### src/rtl/power_scheduler.sv
// Round-robin power budget scheduler for airflow, thrusters and solar tracking.
// Optional macro POWER_SCHED_AIRFLOW_PRIORITY_EN gives airflow strict priority and shed immunity.
module power_scheduler #(
    parameter int MAX_BUDGET = 120,
    parameter int RESERVE    = 40,
    parameter int BUDGET_W   = 8
) (
    input  logic                  clk,
    input  logic                  rst,
    input  logic                  en,
    input  logic                  sun_on,
    input  logic [2:0]            req,
    input  logic [3*BUDGET_W-1:0] cost,
    input  logic [2:0]            done,
    output logic [2:0]            grant,
    output logic [2:0]            shed,
    output logic [BUDGET_W-1:0]   budget,
    output logic [1:0]            state
);

    localparam int AW = BUDGET_W + 2;

`ifdef POWER_SCHED_AIRFLOW_PRIORITY_EN
    localparam logic [2:0] SHED_MASK = 3'b110;
`else
    localparam logic [2:0] SHED_MASK = 3'b111;
`endif

    typedef enum logic [1:0] {
        S_OFF  = 2'b00,
        S_RUN  = 2'b01,
        S_SHED = 2'b10
    } state_t;

    state_t                         state_q, state_d;
    logic [2:0]                     grant_q, grant_d;
    logic [2:0]                     shed_q, shed_d;
    logic [BUDGET_W-1:0]            budget_q, budget_d;
    logic [1:0]                     rr_q, rr_d;
    logic [2:0][BUDGET_W-1:0]       lat_q, lat_d;

    logic [AW-1:0] avail;
    logic [AW-1:0] alloc_rel;
    logic [AW-1:0] alloc_post;
    logic [AW-1:0] free_pwr;
    logic [2:0]    held;
    logic          found;
    logic [1:0]    pick;
    logic [1:0]    victim;

    // Committed power of a holder set, using the costs latched at grant time.
    function automatic logic [AW-1:0] sum_held(input logic [2:0] g,
                                               input logic [2:0][BUDGET_W-1:0] c);
        logic [AW-1:0] s;
        s = '0;
        for (int i = 0; i < 3; i++) begin
            if (g[i]) s = s + AW'(c[i]);
        end
        return s;
    endfunction

    assign avail = sun_on ? AW'(MAX_BUDGET) : AW'(RESERVE);

    always_ff @(posedge clk or negedge rst) begin
        if (!rst) begin
            state_q  <= S_OFF;
            grant_q  <= '0;
            shed_q   <= '0;
            budget_q <= '0;
            rr_q     <= '0;
            lat_q    <= '0;
        end else begin
            state_q  <= state_d;
            grant_q  <= grant_d;
            shed_q   <= shed_d;
            budget_q <= budget_d;
            rr_q     <= rr_d;
            lat_q    <= lat_d;
        end
    end

    always_comb begin
        state_d    = state_q;
        grant_d    = grant_q;
        shed_d     = '0;
        rr_d       = rr_q;
        lat_d      = lat_q;
        found      = 1'b0;
        pick       = 2'd0;
        victim     = 2'd0;
        alloc_post = '0;
        held       = grant_q & ~done;
        alloc_rel  = sum_held(held, lat_q);
        free_pwr   = (alloc_rel > avail) ? '0 : (avail - alloc_rel);

        case (state_q)
            S_OFF: begin
                grant_d = '0;
                if (en) state_d = S_RUN;
            end
            S_RUN: begin
                grant_d = held;
                if ((alloc_rel > avail) && |(held & SHED_MASK)) begin
                    state_d = S_SHED;
                end else begin
`ifdef POWER_SCHED_AIRFLOW_PRIORITY_EN
                    if (req[0] && !held[0] && (AW'(cost[0 +: BUDGET_W]) <= free_pwr)) begin
                        found = 1'b1;
                        pick  = 2'd0;
                    end
`endif
                    // Search starts at the pointer; the pointer only advances past a grantee.
                    for (int k = 0; k < 3; k++) begin
                        int j;
                        j = (int'(rr_q) + k) % 3;
                        if (!found && req[j] && !held[j] &&
                            (AW'(cost[j*BUDGET_W +: BUDGET_W]) <= free_pwr)) begin
                            found = 1'b1;
                            pick  = 2'(j);
                            rr_d  = 2'((j + 1) % 3);
                        end
                    end
                    if (found) begin
                        grant_d[pick] = 1'b1;
                        lat_d[pick]   = cost[pick*BUDGET_W +: BUDGET_W];
                    end
                end
            end
            S_SHED: begin
                grant_d = held;
                if ((alloc_rel <= avail) || !(|(held & SHED_MASK))) begin
                    state_d = S_RUN;
                end else begin
                    if (held[2] && SHED_MASK[2])      victim = 2'd2;
                    else if (held[1] && SHED_MASK[1]) victim = 2'd1;
                    else                              victim = 2'd0;
                    grant_d[victim] = 1'b0;
                    shed_d[victim]  = 1'b1;
                    alloc_post = sum_held(grant_d, lat_q);
                    if ((alloc_post <= avail) || !(|(grant_d & SHED_MASK))) state_d = S_RUN;
                end
            end
            default: begin
                state_d = S_OFF;
                grant_d = '0;
            end
        endcase

        if (!en) begin
            state_d = S_OFF;
            grant_d = '0;
            shed_d  = '0;
        end
    end

    // Headroom after this edge, clamped at zero and forced to zero while off.
    always_comb begin
        logic [AW-1:0] committed;
        committed = sum_held(grant_d, lat_d);
        if (state_d == S_OFF || committed > avail) budget_d = '0;
        else                                        budget_d = BUDGET_W'(avail - committed);
    end

    always_comb begin
        grant  = grant_q;
        shed   = shed_q;
        budget = budget_q;
        state  = state_q;
    end

endmodule
### config.mk
export PLATFORM = sky130hd
export DESIGN_NAME = power_scheduler
export DESIGN_NICKNAME = d
export VERILOG_FILES = /design/src/rtl/power_scheduler.sv
export SDC_FILE = /design/constraint.sdc
export NUM_CORES = 1
export LEC_CHECK = 0
export ABC_CLOCK_PERIOD_IN_PS = 26200
export CAP_MARGIN = 40
export CORE_MARGIN = 2
export CORE_UTILIZATION = 56
export DETAILED_ROUTE_END_ITERATION = 6
export HOLD_SLACK_MARGIN = 0.1
export PLACE_DENSITY = 0.79
export SYNTH_ARGS = -nofsm -noshare
export SYNTH_HDL_FRONTEND = slang
export SYNTH_SLANG_ARGS = --single-unit
### constraint.sdc
create_clock -name clk -period 26.2 [get_ports clk]
set_clock_uncertainty 0.05 [all_clocks]
set_input_delay 2.62 -clock clk [delete_from_list [all_inputs] [get_ports clk]]
set_output_delay 2.62 -clock clk [all_outputs]
set_load 0.03 [all_outputs]
==> results by group <==
Drt
  – Number of vias after detailed routing: 7178
  – Routed vias/inst: roughly 6.3
  – Count of TritonRoute iterations in the first routing pass: 7
  – DR iter-0 viols: between 700 and 800
  – Drc violations: 0
  – Final antenna-violating net count: 0
  – Detailed-route wire length: ~21 mm
  – Wire per inst: roughly 18 um

Final layout
  – Fraction of final layout cells with drive strength greater than 1: a little under a tenth
  – Number of fill cells: roughly 1100
  – Relative area change from synthesis to final layout: 10.9%
  – Antenna diodes: 0
  – Sequential cell area: approximately 1100 um^2
  – # nets final: between 1000 and 1500
  – End-of-flow core utilization: between 60 and 70%
  – Multi-input gate area: between 5000 and 6000 um^2

Status
  – Run status: completed

GRT
  – Number of global-route vias before repair: 6411
  – Routing usage on met3: 3.36%
  – Antenna violations before repair: 0
  – Met1 track demand over resource: around 44%
  – Met2 layer usage reported by global route: a little under half
  – Wire length of the first global-routing pass: 33.7 mm
  – Largest net degree at the start of global routing: just over 40
  – Busiest layer in global routing: met2
  – Global route total overflow: 0
  – Global Route Usage Sum: 29.6%

Worst setup path
  – Critical path's most frequent cell: sky130_fd_sc_hd__ha_1
  – WP data arrival: ~15000 ps
  – Top fanout value on the critical path: 13
  – Largest stage delay on the critical path: about 600 ps
  – Critical path startpoint category: input pin
  – Number of buffers and inverters on the critical path: 6
  – Required time of the critical path: between 20000 and 30000 ps
  – Cell at the slowest stage of the critical path: sky130_fd_sc_hd__o311ai_1
  – Endpoint type of the worst setup path: register
  – Setup CP Type: in -> reg
  – Cell class contributing the biggest share of worst-path delay: compound AO/OA/AOI/OAI gates

Clock network
  – Clk_lat worst skew: approximately 290 ps
  – Post-CTS clock slew at the launch and capture registers of the worst setup and hold paths: about 60 ps
  – Clock Tree Root: sky130_fd_sc_hd__clkbuf_16
  – Gates resized, CTS repair: 0
  – Clock net sink count: 42
  – Post-CTS Setup Inserts: 0
  – Largest buffer count on any clock path: 2
  – Maximum level of the CTS H-tree: 2
  – Clock tree from TritonCTS: yes
  – Inserted Clock Buffers: 5
  – Number of hold buffers added after cts: 0

Logic synthesis
  – Cell taking the most area after synthesis: sky130_fd_sc_hd__ha_1
  – Distinct cell type count after synthesis: 94
  – Sequential area share after synthesis: 14.6%
  – Most instantiated flip-flop cell in the synthesis netlist: sky130_fd_sc_hd__dfrtp_1
  – Most area-consuming cells after synthesis: sky130_fd_sc_hd__ha_1 (16%), sky130_fd_sc_hd__dfrtp_1 (15%), sky130_fd_sc_hd__mux2_2 (5.0%), sky130_fd_sc_hd__a21oi_1 (4.9%), sky130_fd_sc_hd__nand2_1 (4.8%)
  – Share of flip-flops with an asynchronous set or reset after synthesis: between 90% and 100%
  – Post-Synthesis Mean Instance Area: between 7 and 8 um^2
  – Top post-synthesis cells by count: sky130_fd_sc_hd__ha_1 (93), sky130_fd_sc_hd__nand2_1 (92), sky130_fd_sc_hd__nor2_1 (86)
  – Area of the mapped netlist: roughly 7200 um^2
  – Synth Net Count: between 1000 and 1500
  – Most frequently used cell type in the post-synthesis netlist: sky130_fd_sc_hd__ha_1
  – Synth warn: 0
  – Post-synthesis cell count: between 900 and 1000
  – Count of flip-flops with a built-in enable after synthesis: 0
  – Area fraction of the dominant cell type after synthesis: between 10% and 20%
  – Synthesized flop and latch total: 42

Die
  – Die area: 13800 um^2
  – Number of top-level pins: 50
  – Floorplan die width: roughly 120 um
  – Total number of placement rows: ~40
  – Vertical extent of the die: 117 um
  – Starting density of the core: a little under three fifths
  – Total core area: 12600 um^2

Timing
  – Setup TNS after final layout: 0 ps
  – Fin crit period: between 15000 and 20000 ps
  – Fin. Hold Viols: 0
  – Final critical-path share of the clock period: roughly 58%
  – RSZ-0062 raised after global routing: no
  – Worst slew slack as a fraction of its limit: between 30 and 40%
  – Worst hold margin: ~520 ps
  – Final setup margin: roughly 11000 ps
  – Max-slew violation count: 0
  – Final setup violation count: 0
  – Upper clock frequency limit: ~65 MHz
  – Actual slew at the worst max-slew pin: 903 ps

Placement
  – Count of input and output buffers: 49
  – Routability cong.: ~1
  – Setup slack at placement: approximately 11000 ps
  – Detail Placement HPWL: about 17 mm

Job
  – Max-cap check violation count: 0

Worst hold path
  – Hold crit path type: reg -> reg
-- through the flow --
step,cells,area [um^2]
final,1135,7990
after global routing,1135,7990
after CTS,1135,7990
after detailed placement,1127,7820
after global placement,1121,7770
after floorplan,930,7200
-- area by class of cell --
cell class / instances / share of cell area (%)
Inverter: 50 / 2.38
Sequential cell: 42 / 13.2
Clock buffer: 6 / 1.61
Clock inverter: 2 / 0.470
Tap cell: 172 / 2.69
Multi-Input combinational cell: 805 / 72.6
Timing Repair Buffer: 58 / 7.05
-- cell usage in the layout, fill, tap and decap left out, types with 8 or more instances in the layout --
cell / n
sky130_fd_sc_hd__mux2i_1: 10
sky130_fd_sc_hd__xnor2_1: 27
sky130_fd_sc_hd__ha_1: 93
sky130_fd_sc_hd__o21bai_1: 11
sky130_fd_sc_hd__dfrtp_1: 42
sky130_fd_sc_hd__a21o_1: 14
sky130_fd_sc_hd__nand4_1: 9
sky130_fd_sc_hd__a211oi_1: 8
sky130_fd_sc_hd__nor2b_1: 21
sky130_fd_sc_hd__o21ai_0: 50
sky130_fd_sc_hd__a21oi_1: 71
sky130_fd_sc_hd__nand3_1: 21
sky130_fd_sc_hd__clkdlybuf4s50_1: 48
sky130_fd_sc_hd__o22ai_1: 11
sky130_fd_sc_hd__o21a_1: 13
sky130_fd_sc_hd__nor4_1: 8
sky130_fd_sc_hd__mux2_2: 32
sky130_fd_sc_hd__nand2_1: 92
sky130_fd_sc_hd__o211ai_1: 9
sky130_fd_sc_hd__nand2b_1: 13
sky130_fd_sc_hd__inv_1: 48
sky130_fd_sc_hd__and2_1: 14
sky130_fd_sc_hd__nor3_1: 14
sky130_fd_sc_hd__a22oi_1: 9
sky130_fd_sc_hd__nor2_1: 86
sky130_fd_sc_hd__a31oi_1: 18
sky130_fd_sc_hd__xor2_1: 11
-- final timing paths --
check | from | endpoint | slack, ps | cells past startpoint
max | done[0] | rr_q[0] | 10900 | 55
min | lat_q[6] | lat_q[6] | 520 | 1
max reg2reg | grant[0] | rr_q[0] | 13190 | 54
min reg2reg | lat_q[6] | lat_q[6] | 520 | 1
max in group asynchronous | rst | lat_q[21] | 23460 | 2
min in group asynchronous | rst | budget[7] | 2170 | 1
-- worst register-to-register path: cells and delay by family, from the launching register on --
family,cells,cell delay (ps)
AOI/OAI and AO/OA,24,4800
xor gates and xnor gates,4,1060
adders and majority gates,8,2430
buffers and inverters,5,670
DFF,1,440
and+or+nand+nor,13,3360
-- flip-flops by register name, indices dropped and copies added, names as in the netlist --
signal	count
shed	3
budget	8
rr_q	2
lat_q	24
grant	3
state	2
-- logic make-up (layout without fill, tap and decap cells) --
| kind of cell | count (synthesis) | after routing | share of synthesized area [%] |
|---|---|---|---|
| and+or+nand+nor | 335 | 335 | 23.9 |
| AOI/OAI and AO/OA | 290 | 290 | 27.7 |
| adders and majority gates | 98 | 98 | 17.5 |
| buffers and inverters | 83 | 116 | 4.85 |
| muxes | 43 | 43 | 6.60 |
| DFF | 42 | 42 | 14.6 |
| xor gates and xnor gates | 39 | 39 | 4.85 |
-- per-layer routing --
layer / wire [um] / share of wire (%)
met1: 9570 / 46
met2: 8970 / 43
met3: 1610 / 7.8
met4: 586 / 2.8
met5: 0 / 0
Power is not shown: default switching activity piles up to over one toggle a cycle in this logic, so the estimate is an artifact.
